## config.mk

```make
export PLATFORM = sky130hd
export DESIGN_NAME = uart_tx_arb
export DESIGN_NICKNAME = d
export VERILOG_FILES = /design/src/rtl/uart_tx_arb.sv
export SDC_FILE = /design/constraint.sdc
export NUM_CORES = 1
export LEC_CHECK = 0
export CAP_MARGIN = 15
export CORE_MARGIN = 2
export CORE_UTILIZATION = 47
export CTS_CLUSTER_DIAMETER = 200
export DETAILED_ROUTE_END_ITERATION = 8
export PLACE_DENSITY = 0.92
export SYNTH_ARGS = -nofsm -noshare
export SYNTH_HDL_FRONTEND = slang
export SYNTH_SLANG_ARGS = --single-unit
```

## constraint.sdc

```tcl
create_clock -name clk -period 3.8 [get_ports clk]
set_input_delay 0.57 -clock clk [delete_from_list [all_inputs] [get_ports clk]]
set_output_delay 0.57 -clock clk [all_outputs]
set_load 0.02 [all_outputs]
```

## src/rtl/uart_tx_arb.sv

```systemverilog
// Packet round-robin arbiter sharing one uart_tx: grant registered one cycle after a request, optional tag byte, then pass-through.
// No buffering; m_ready feeds straight back to the granted requester's s_ready, and the grant holds through source bubbles.
module uart_tx_arb #(
   parameter int NUM_PORTS = 4,
   parameter int MAX_LEN   = 64,
   parameter bit HEADER_EN = 1'b1,
   parameter int CNT_W     = $clog2(MAX_LEN + 1)
) (
   input  logic                   clk,
   input  logic                   reset,
   input  logic [8*NUM_PORTS-1:0] s_data,
   input  logic [NUM_PORTS-1:0]   s_valid,
   input  logic [NUM_PORTS-1:0]   s_last,
   output logic [NUM_PORTS-1:0]   s_ready,
   output logic [7:0]             m_data,
   output logic                   m_valid,
   input  logic                   m_ready,
   output logic [NUM_PORTS-1:0]   grant,
   output logic                   busy
);

   typedef enum logic [1:0] {IDLE, HEADER, DATA} state_t;

   state_t               state, state_n;
   logic [3:0]           idx, idx_n, ptr, ptr_n;
   logic [3:0]           pick_idx, nxt_ptr;
   logic                 pick_vld;
   logic [4:0]           cand;
   logic [CNT_W-1:0]     cnt, cnt_n, cnt_inc;
   logic [NUM_PORTS-1:0] grant_n;
   logic [7:0]           data_ext [16];
   logic [15:0]          valid_ext, last_ext;

   // Widen the requester buses to 16 lanes so a 4-bit index works for any NUM_PORTS.
   for (genvar g = 0; g < 16; g++) begin : g_ext
      if (g < NUM_PORTS) begin : g_on
         assign data_ext[g]  = s_data[8*g +: 8];
         assign valid_ext[g] = s_valid[g];
         assign last_ext[g]  = s_last[g];
      end else begin : g_off
         assign data_ext[g]  = 8'h00;
         assign valid_ext[g] = 1'b0;
         assign last_ext[g]  = 1'b0;
      end
   end

   // First requester at or after ptr, wrapping modulo NUM_PORTS.
   always_comb begin
      pick_vld = 1'b0;
      pick_idx = 4'd0;
      cand     = 5'd0;
      for (int i = 0; i < NUM_PORTS; i++) begin
         cand = 5'(ptr) + 5'(i);
         if (cand >= 5'(NUM_PORTS)) cand = cand - 5'(NUM_PORTS);
         if (!pick_vld && valid_ext[cand[3:0]]) begin
            pick_vld = 1'b1;
            pick_idx = cand[3:0];
         end
      end
   end

   assign nxt_ptr = (idx == 4'(NUM_PORTS - 1)) ? 4'd0 : idx + 4'd1;

   always_comb begin
      state_n = state;
      idx_n   = idx;
      ptr_n   = ptr;
      cnt_n   = cnt;
      grant_n = grant;
      m_valid = 1'b0;
      m_data  = 8'h00;
      s_ready = '0;
      cnt_inc = cnt + 1'b1;
      case (state)
         IDLE: begin
            if (pick_vld) begin
               idx_n   = pick_idx;
               grant_n = NUM_PORTS'(1'b1) << pick_idx;
               state_n = HEADER_EN ? HEADER : DATA;
            end
         end
         HEADER: begin
            m_valid = 1'b1;
            m_data  = {4'hA, idx};
            if (m_ready) state_n = DATA;
         end
         DATA: begin
            m_data  = data_ext[idx];
            m_valid = valid_ext[idx];
            s_ready = NUM_PORTS'(m_ready) << idx;
            if (valid_ext[idx] && m_ready) begin
               cnt_n = cnt_inc;
               // A length-capped packet releases exactly like a finished one; its tail re-arbitrates.
               if (last_ext[idx] || cnt_inc == CNT_W'(MAX_LEN)) begin
                  state_n = IDLE;
                  ptr_n   = nxt_ptr;
                  cnt_n   = '0;
                  grant_n = '0;
               end
            end
         end
         default: state_n = IDLE;
      endcase
   end

   always_ff @(posedge clk) begin
      if (reset) begin
         state <= IDLE;
         idx   <= 4'd0;
         ptr   <= 4'd0;
         cnt   <= '0;
         grant <= '0;
      end else begin
         state <= state_n;
         idx   <= idx_n;
         ptr   <= ptr_n;
         cnt   <= cnt_n;
         grant <= grant_n;
      end
   end

   assign busy = (state != IDLE);

endmodule

```

==> metrics.md <==
| Metric | Value |
|---|---|
| Layout Skew | `0.00141 ns` |
| # diodes | `0` |
| Placer Congestion | `0.904` |
| Die Width | `68.3 um` |
| Number of global-route vias before repair | `1534` |
| Fin. Hold Viols | `0` |
| Final instance area | `2580 um2` |
| CP Launch Point | `ptr[0]$_SDFFE_PP0P_` |
| Largest net degree at the start of global routing | `20` |
| #FFs+latches synth | `21` |
| Reg area | `420 um2` |
| CTS buffer count | `3` |
| Commonest non-fill, non-tap cells in the layout | `60 x clkdlybuf4s50_1, 21 x dfxtp_1, 20 x nand2_1, 19 x nor2_1, 16 x ha_1` |
| Leakage | `0.974 nW` |
| Slew @ Worst Pin | `0.875 ns` |
| Fraction of layout cells with a size suffix above 1 | `6.15%` |
| HP Start | `grant[1]$_SDFFE_PP0P_` |
| Post-CTS setup buffer count | `0` |
| Setup CP Type | `reg2reg` |
| GRT Util Overall | `18.8%` |
| Sequential share of the synthesized area | `21.7%` |
| Initial core utilization | `48.5%` |
| CTS tree | `done` |
| Number of port buffers | `60` |
| DR iter-0 viols | `96` |
| Syn Nets | `267` |
| DRC viols | `0` |
| Post-synth EDFFs | `0` |
| Fmax achieved | `304 MHz` |
| Core area | `4000 um2` |
| Post-synth cell types | `58` |
| Final min period | `3.29 ns` |
| WL/cell | `14.6 um` |
| Period utilization | `86.6%` |
| Total routed wirelength | `4520 um` |
| Final count of pins violating max slew | `0` |
| Gate Count Post-Synth | `208` |
| Crit path launch type | `register` |
| Via/cell ratio | `5.72` |
| Clock Tree Buf Depth | `2` |
| WHS Path Cells | `1` |
| WP data required | `4.01 ns` |
| Die area | `4660 um2` |
| Htree depth | `1` |
| Main synth FF type | `dfxtp_1` |
| Area of the multi-input gates | `1410 um2` |
| Hold Crit Class | `reg2reg` |
| Yosys warns | `0` |
| Crit path DAT | `3.50 ns` |
| Resize count post-CTS | `0` |
| Gr ovfl total | `0` |
| Vias after detailed routing | `1774` |
| Routed Antenna Nets | `0` |
| Max_cap viols | `0` |
| Worst Path Max Fanout | `14` |
| Clock transition at path regs | `0.08 ns` |
| Post-synthesis cell area | `1940 um2` |
| Die Y | `68.3 um` |
| # setup viols final | `0` |
| Setup TNS | `0 ns` |
| Layout Nets | `320` |
| Root Buffer | `clkbuf_8` |
| Initial antenna violation count | `0` |
| Dpl hpwl | `3580 um` |
| Clock tree sinks | `21` |
| RSZ-0062 raised after global routing | `false` |
| FILL cells | `325` |
| Maximum VDD drop | `187 uV` |
| Crit. End Element | `register` |
| Worst skew pair latency | `0.26 ns` |
| Launching point of the worst reg2reg path | `ptr[0]$_SDFFE_PP0P_` |
| Outcome | `finished, final reports clean` |
| Most common cell after layout, fill and taps aside | `clkdlybuf4s50_1` |
| Drt first pass iters | `4` |
| Top Ports | `61` |
| Site Rows | `23` |
| Worst R2R Path Depth | `11` |
| CTS Hold Bufs | `0` |
| Syn Area/Cell | `9.33 um2` |
| First-pass GRT wire length | `6670 um` |
| Fin util | `64.5%` |
| Worst slew margin | `41.6%` |
| Area Growth Syn to Fin | `33.0%` |
| P per Cell Area | `387 nW/um2` |
| Placed Area | `2530 um2` |
| Ys async rst share | `0%` |
cells by family after synthesis:
group,Yosys count,share of synthesized area [%]
AOI/OAI and AO/OA,46,20.6
muxes,18,17.1
buffers and inverters,22,5.61
xor gates and xnor gates,10,4.90
adders and majority gates,16,10.3
and+or+nand+nor,75,19.8
DFF,21,21.7
where the power goes:
group	switching, mW	internal, mW	leakage, nW
logic	0.251	0.278	0.781
clock network	0.0758	0.0741	0.0217
registers	0.0708	0.249	0.170
flip-flops by register name, summed over array words and instances (netlist names):
| signal | cells |
|---|---|
| cnt | 7 |
| grant | 4 |
| state | 2 |
| idx | 4 |
| ptr | 4 |
worst max-delay path, cell delays in order, from the launching register on:
cell and delay (ns):
dfxtp_1 0.69, inv_1 0.22, ha_1 0.26, xnor2_1 0.26, ha_1 0.21, nand2_1 0.05, nor4b_1 0.15, o31ai_2 0.44
o211ai_4 0.17, and3_1 0.23, a311oi_2 0.36, a22o_1 0.19
per-layer routing:
layer  vias to the layer above  wire length [um]  track usage [%]
met5                         -                 0                0
met4                         0                24             4.00
met3                         5               161             3.62
met2                        36              2350             34.1
met1                       838              1980             22.8
li1                        895                 -                -
stage by stage:
step                      hold WS (ns)  setup WS [ns]  total power [mW]  std cells
after detailed placement         0.468          0.585             0.854        306
after floorplan                  0.454          0.945             0.676        208
after global placement           0.448          0.649             0.840        306
after global routing             0.492          0.227              1.07        310
after CTS                        0.484          0.541              1.01        310
final                            0.481          0.510             0.999        310
worst paths after layout:
| path | endpoint | slack (ns) |
|---|---|---|
| max | grant[2]$_SDFFE_PP0P_ | 0.51 |
| min | grant[1]$_SDFFE_PP0P_ | 0.48 |
| max reg2reg | grant[2]$_SDFFE_PP0P_ | 0.51 |
| min reg2reg | grant[1]$_SDFFE_PP0P_ | 0.48 |
Yosys cell counts (3+ instances only):
master,number,area (um2)
xor2_1,5,43.8
mux4_1,7,184
a32o_1,5,50.1
and2_1,6,37.5
mux2i_1,8,80.1
buf_6,3,33.8
nand2_1,20,75.1
inv_1,10,37.5
nand4_1,3,18.8
clkbuf_1,8,30.0
ha_1,16,200
xnor2_1,4,35.0
dfxtp_1,21,420
o21ai_0,4,20.0
and3_1,8,50.1
a21oi_1,8,40.0
nor2_1,19,71.3
mux4_2,3,67.6
nor3_1,3,15.0
nor3b_1,3,22.5
final cells by class:
| class | instances | share of cell area, % |
|---|---|---|
| Inverter | 10 | 1.45 |
| Multi-Input combinational cell | 165 | 54.7 |
| Timing Repair Buffer | 60 | 23.3 |
| Tap cell | 50 | 2.42 |
| Sequential cell | 21 | 16.3 |
| Clock inverter | 1 | 0.291 |
| Clock buffer | 3 | 1.60 |
Power figures use the tool's default switching activity.
